<file path="config.mk">
export PLATFORM = sky130hd
export DESIGN_NAME = regfile_scoreboard
export DESIGN_NICKNAME = d
export VERILOG_FILES = /design/src/rtl/regfile_scoreboard.sv
export SDC_FILE = /design/constraint.sdc
export NUM_CORES = 1
export LEC_CHECK = 0
export ABC_AREA = 1
export CAP_MARGIN = 10
export CORE_MARGIN = 1.5
export CORE_UTILIZATION = 33
export CTS_CLUSTER_SIZE = 28
export DETAILED_ROUTE_END_ITERATION = 8
export DONT_BUFFER_PORTS = 1
export PLACE_DENSITY = 0.48
export SKIP_CTS_REPAIR_TIMING = 1
export SYNTH_ARGS = -nofsm -noshare
export SYNTH_HDL_FRONTEND = slang
export SYNTH_SLANG_ARGS = --single-unit
</file>
<file path="constraint.sdc">
create_clock -name clk -period 2.6 [get_ports clk]
set_input_delay 0.52 -clock clk [delete_from_list [all_inputs] [get_ports clk]]
set_output_delay 0.52 -clock clk [all_outputs]
set_load 0.01 [all_outputs]
</file>
<file path="src/rtl/regfile_scoreboard.sv">
// Register scoreboard between issue and the RV32I register file: tracks pending
// destination writes, stalls issue on RAW/WAW hazards and drives the regfile write port.
module regfile_scoreboard #(
  parameter int NUM_REGS = 32,
  parameter int CNT_W    = 32
) (
  input  logic                clk,
  input  logic                rst_n,
  input  logic                issue_valid,
  output logic                issue_ready,
  input  logic [4:0]          issue_rs1,
  input  logic [4:0]          issue_rs2,
  input  logic [4:0]          issue_rd,
  input  logic                issue_use_rs1,
  input  logic                issue_use_rs2,
  input  logic                issue_wr_rd,
  input  logic                wb_valid,
  input  logic [4:0]          wb_rd,
  input  logic [31:0]         wb_data,
  input  logic                flush,
  output logic                RegWrite,
  output logic [4:0]          rd,
  output logic [31:0]         rd_write_data,
  output logic [NUM_REGS-1:0] busy,
  output logic [CNT_W-1:0]    stall_cnt,
  output logic                wb_err
);

  logic [NUM_REGS-1:0] busy_q;
  logic [NUM_REGS-1:0] rs1_oh, rs2_oh, rd_oh, wb_oh;
  logic [NUM_REGS-1:0] eff_busy;
  logic [NUM_REGS-1:0] wb_clr, issue_set;
  logic                hazard;
  logic                accept;
  logic                wb_stray;

  // One-hot decode that never selects x0, so x0 can neither hazard nor go busy.
  function automatic logic [NUM_REGS-1:0] decode(input logic [4:0] idx);
    logic [NUM_REGS-1:0] oh;
    oh = '0;
    for (int i = 1; i < NUM_REGS; i++) begin
      if (idx == 5'(i)) oh[i] = 1'b1;
    end
    return oh;
  endfunction

  always_comb begin
    rs1_oh = decode(issue_rs1);
    rs2_oh = decode(issue_rs2);
    rd_oh  = decode(issue_rd);
    wb_oh  = decode(wb_rd);
  end

  assign RegWrite      = wb_valid;
  assign rd            = wb_rd;
  assign rd_write_data = wb_data;

  assign wb_clr   = wb_valid ? wb_oh : '0;
  assign eff_busy = busy_q & ~wb_clr;

  assign hazard = (issue_use_rs1 && |(eff_busy & rs1_oh)) ||
                  (issue_use_rs2 && |(eff_busy & rs2_oh)) ||
                  (issue_wr_rd   && |(eff_busy & rd_oh));

  assign issue_ready = issue_valid && !hazard && !flush;
  assign accept      = issue_valid && issue_ready;
  assign issue_set   = (accept && issue_wr_rd) ? rd_oh : '0;

  // wb_oh excludes x0, so writebacks to x0 are never flagged.
  assign wb_stray = wb_valid && |(wb_oh & ~busy_q);

  always_ff @(posedge clk or negedge rst_n) begin
    if (!rst_n) begin
      busy_q <= '0;
    end else if (flush) begin
      busy_q <= '0;
    end else begin
      busy_q <= (busy_q & ~wb_clr) | issue_set;
    end
  end

  always_ff @(posedge clk or negedge rst_n) begin
    if (!rst_n) begin
      wb_err <= 1'b0;
    end else if (wb_stray && !flush) begin
      wb_err <= 1'b1;
    end
  end

  always_ff @(posedge clk or negedge rst_n) begin
    if (!rst_n) begin
      stall_cnt <= '0;
    end else if (issue_valid && !issue_ready && (stall_cnt != {CNT_W{1'b1}})) begin
      stall_cnt <= stall_cnt + 1'b1;
    end
  end

  assign busy = busy_q;

endmodule

</file>
; Word-level counts from Yosys, hierarchy flattened
; Index checks and enable logic that the tools add are counted.
[word_totals]
regBits = 65
input_bits = 60
out_inout_bits = 104
word_cells = 284
[classes]
n_addsub = 1
eq_ne = 125
muxes = 127
n_bitwise = 8
reduce_logical = 20
[op_table]
columns = cell, count
row1 = equality test 5 bit (second input constant), 64
row2 = AND 32 bit, 5
row3 = equality test 5 x 4 -> 1 bit (second input constant), 32
row4 = OR reduction 32 bit, 4
row5 = 2-to-1 mux 1 bit, 124
row6 = 2-to-1 mux 32 bit, 3
row7 = equality test 5 x 3 -> 1 bit (second input constant), 16
row8 = inverter 32 bit, 2
row9 = equality test 5 x 2 -> 1 bit (second input constant), 8
row10 = adder 32 x 1 -> 32 bit (second input constant), 1
row11 = inequality test 32 bit (second input constant), 1
row12 = bitwise OR 32 bit, 1
row13 = equality test 5 x 1 -> 1 bit (second input constant), 4
row14 = logical AND 1 bit, 11
row15 = logical NOT 1 bit, 3
row16 = logical OR 1 bit, 2

; Logic depth before layout (Yosys ltp)
; Gate-level depths: netlist (run 1).
[logic_depth]
depth_word = 18
depth_mapped = 19

; Worst setup path after synthesis (run 1)
; No wires, ideal clock.
[synth_path]
path_kind = input to output
startpoint = input port wb_rd[4]
endpoint = output port issue_ready
arrival_ps = 1932
required_time_ps = 2080
setup_slack_ps = 148
cell_stages = 14
n_path_buf = 3
path_cell_list = clkbuf_2 inv_2 buf_2 nand3_1 nand3_1 nand2_1 nor2_1 nand2_1 nor2_1 nand2_1 nand2_1 nand2_1 nor2_2 buf_4
[synth_via]
elab_chain_len = 13
[synth_rtl]
columns = item, line
row1 = start: declaration, 18  ; input logic [4:0] wb_rd,
row2 = "equality test 5 x 1 -> 1 bit, or another cell as far along", 42  ; if (idx == 5'(i)) oh[i] = 1'b1;
row3 = 2-to-1 mux 1 bit, 42
row4 = 2-to-1 mux 32 bit (*), 58  ; assign wb_clr = wb_valid ? wb_oh : '0;
row5 = inverter 32 bit (*), 59  ; assign eff_busy = busy_q & ~wb_clr;
row6 = AND 32 bit (*), 59
row7 = AND 32 bit (on tied branches), "61, 62"
row8 = OR reduction 32 bit (on tied branches), "61, 62"
row9 = logical AND 1 bit (on tied branches), "61, 62"
row10 = logical OR 1 bit, 61  ; assign hazard = (issue_use_rs1 && |(eff_busy & rs1_oh)) ||
row11 = logical OR 1 bit (*), 62  ; (issue_use_rs2 && |(eff_busy & rs2_oh)) ||
row12 = logical NOT 1 bit (*), 65  ; assign issue_ready = issue_valid && !hazard && !flush;
row13 = logical AND 1 bit (*) (2 in series), 65
row14 = end: declaration, 10  ; output logic issue_ready,
; Every way passes the cells marked *; elsewhere a longest branch is shown, timed or not.

; Worst setup path after layout (run 1)
[layout_path]
startpoint = input port wb_rd[0]
endpoint = output port issue_ready
; The elaborated chain is that of the path after synthesis.

==> results.json, run 1 <==
{
  "outcome": "finished with violations",
  "violations": "setup timing",
  "root_buffer": "clkbuf_16",
  "crit_path_start": "wb_rd[0]",
  "synth_area_mm2": 0.00588,
  "reg2reg_setup_slack_ps": 250,
  "postRouteAntennaNets": 0,
  "instances_no_fill": 1244,
  "synth_cells": 978,
  "drive_gt1_share_pct": 16.5,
  "initial_core_util_pct": 33.9,
  "rows": 48,
  "crit_type": "in -> out",
  "ios": 164,
  "layout_setup_ws_ps": -46.4,
  "nNetsFinal": 1074,
  "synthTopCellsByArea": "dfrtp_1, nand2_1, nand3_1",
  "slew_headroom_pct": 66.2,
  "antenna_found_initial": 1,
  "core_area_mm2": 0.0174,
  "vias": 7029,
  "synth_edf_count": 0,
  "synth_area_leader_cell": "dfrtp_1",
  "worst_setup_path_end_kind": "output pin",
  "timing.final.crit_share_pct": 102,
  "grt_pass1_vias": 6396,
  "worstPathArrival_ps": 2130,
  "synthArstFlopShare_pct": 100,
  "hold_path.class": "in -> async",
  "die_y_um": 137,
  "final-setup-viol-count": 1,
  "cts_buffers": 9,
  "leakage_nw": 3.22,
  "r2r_cells": 13,
  "dp_hpwl_um": 19700,
  "r2r-end": "stall_cnt[9]",
  "hold_violations": 0,
  "port_buffers": 0,
  "grt_first_pass_wirelength_um": 38100,
  "post_drt_wl_per_cell_um": 20.7,
  "syn_nets": 1039,
  "reg2reg_from": "stall_cnt[1]",
  "clkTransAtPathRegs_ps": 60,
  "die_w_um": 137,
  "yosysWarningCount": 0,
  "htree_num_levels": 3,
  "max_clock_freq_mhz": 378,
  "clock_path_buffers": 2,
  "vias_per_cell": 5.65,
  "grt_usage_pct": 27.6,
  "dieArea_mm2": 0.0186,
  "dp.cells": 1213,
  "ys.flop_type": "dfrtp_1",
  "maxCapViolations": 0,
  "drc": 0,
  "grt_setup_unrepaired": "yes",
  "drt_pass1_iterations": 6,
  "synth_cell_types": 28,
  "ys_seq_area_share_pct": 27.2,
  "syn_area_per_cell_um2": 6.02,
  "drv_slew": 0,
  "grt_overflow_total": 0,
  "ys_seq_elements": 64,
  "worst_pin_slew_ps": 502,
  "total_power_w": 0.00285,
  "crit_required_ps": 2080,
  "skew_ps": 12.6,
  "period_minus_slack_ps": 2650,
  "insertion_delay_ps": 350,
  "areaGrowthSynthToFinish_pct": 21.0,
  "synth_top_area_share_pct": 27.2,
  "crit_fanout": 6,
  "drt_iter0_drc": 857,
  "cts_tree": "yes",
  "powerDensity_mw_per_mm2": 401,
  "peakVddDrop_v": 0.000298,
  "cts.sinks": 64,
  "cp-start-kind": "input pin",
  "routabilityCongestion": 1.01,
  "grt_start_max_net_pins": 65,
  "drt_wl_total_um": 25700
}
[synthesized netlist by cell type, drive strengths merged, types with 4 or more instances]
cell	n
a21oi	31
buf	57
clkbuf	22
dfrtp	64
inv	50
nand2	274
nand3	158
nand3b	4
nand4	52
nor2	159
nor3	42
nor4	25
o22ai	4
xnor2	9
xor2	20
[metrics by stage]
stage          area, um2  setup TNS, ps  utilization [%]  hold slack, ps  worst slack [ps]
6_report            7120          -46.4             41.0            41.4             -46.4
5_1_grt             7120           -143             41.0            67.9              -143
4_1_cts             6720           -316             38.7            -142              -316
3_5_place_dp        6420          -9080             37.0             228              -321
3_3_place_gp        6420          -9820             37.0             228              -377
2_1_floorplan       5880              0                -             224               148
[critical path, cell delays in order]
cell and delay, ps:
clkinvlp_4 100, nor2_2 140, buf_4 130, nand4_1 100, buf_6 160, nand3_2 70
nand2_2 70, nor2_4 130, nand2_1 70, nor2_1 110, nand2_1 70, nand2_1 90
nand2_2 70, nor2_4 170, buf_6 120
[area by class of cell]
class                           instances  area (um2)
Inverter                               51         201
Fill cell                            1913       10200
Multi-Input combinational cell        784        3860
Clock buffer                           12         246
Clock inverter                          4        53.8
Antenna cell                            1        2.50
Tap cell                              225         282
Sequential cell                        64        1600
Timing Repair Buffer                  103         868
[per-layer routing]
metal	share of wire, %	vias up	global-route usage, %
li1	-	3317	-
met1	45	3287	39.6
met2	41	363	39.4
met3	9.9	62	6.44
met4	3.4	0	11.4
met5	0	-	0
[where the power goes]
group          internal [W]  leakage (nW)  switching (W)  total [W]
Clock              0.000771         0.139       0.000497    0.00127
Sequential          0.00103         0.883      0.0000315    0.00106
Combinational      0.000194          2.20       0.000332   0.000527
[sequential cells by signal, summed over array words and instances (netlist names)]
| register | cells |
|---|---|
| stall_cnt | 32 |
| busy | 31 |
| wb_err | 1 |
[placed cells by master (no fill, tap or decap), types with 9 or more instances in the layout]
cell / instances
nand3_1: 144
xnor2_1: 9
clkbuf_16: 10
a21oi_1: 31
buf_4: 95
nor2_4: 10
nor2_1: 141
nand2_1: 263
nor3_1: 41
nor4_1: 25
xor2_1: 20
dfrtp_1: 64
nand4_1: 52
nand3_2: 10
inv_1: 44
[logic make-up (layout without fill, tap and decap cells)]
logic type,Yosys count,in the layout,synth area share [%]
compound gates,38,38,3.38
xor+xnor,29,29,4.32
fa+ha+maj,1,1,0.213
buf+inv,130,170,11.1
flops,64,64,27.2
other cells,1,2,0.0637
simple gates,715,715,53.7
[how the worst max path moves through the flow]
stage	to	slack, ps	cells after the start
6_report	issue_ready	-50	15
5_1_grt	issue_ready	-140	15
4_1_cts	issue_ready	-320	14
3_5_place_dp	busy[7]	-320	16
3_3_place_gp	busy[7]	-380	16
2_1_floorplan	issue_ready	150	14
Power figures use the tool's default switching activity.
==> run 2, diff against run 1 <==
--- a/config.mk
+++ b/config.mk
@@ -14,6 +14,7 @@
 export DONT_BUFFER_PORTS = 1
 export PLACE_DENSITY = 0.48
 export SKIP_CTS_REPAIR_TIMING = 1
+export SKIP_LAST_GASP = 1
 export SYNTH_ARGS = -nofsm -noshare
 export SYNTH_HDL_FRONTEND = slang
 export SYNTH_SLANG_ARGS = --single-unit
==> results of run 2 <==
The final DEF is identical to that of run 1; final timing and power are the same.
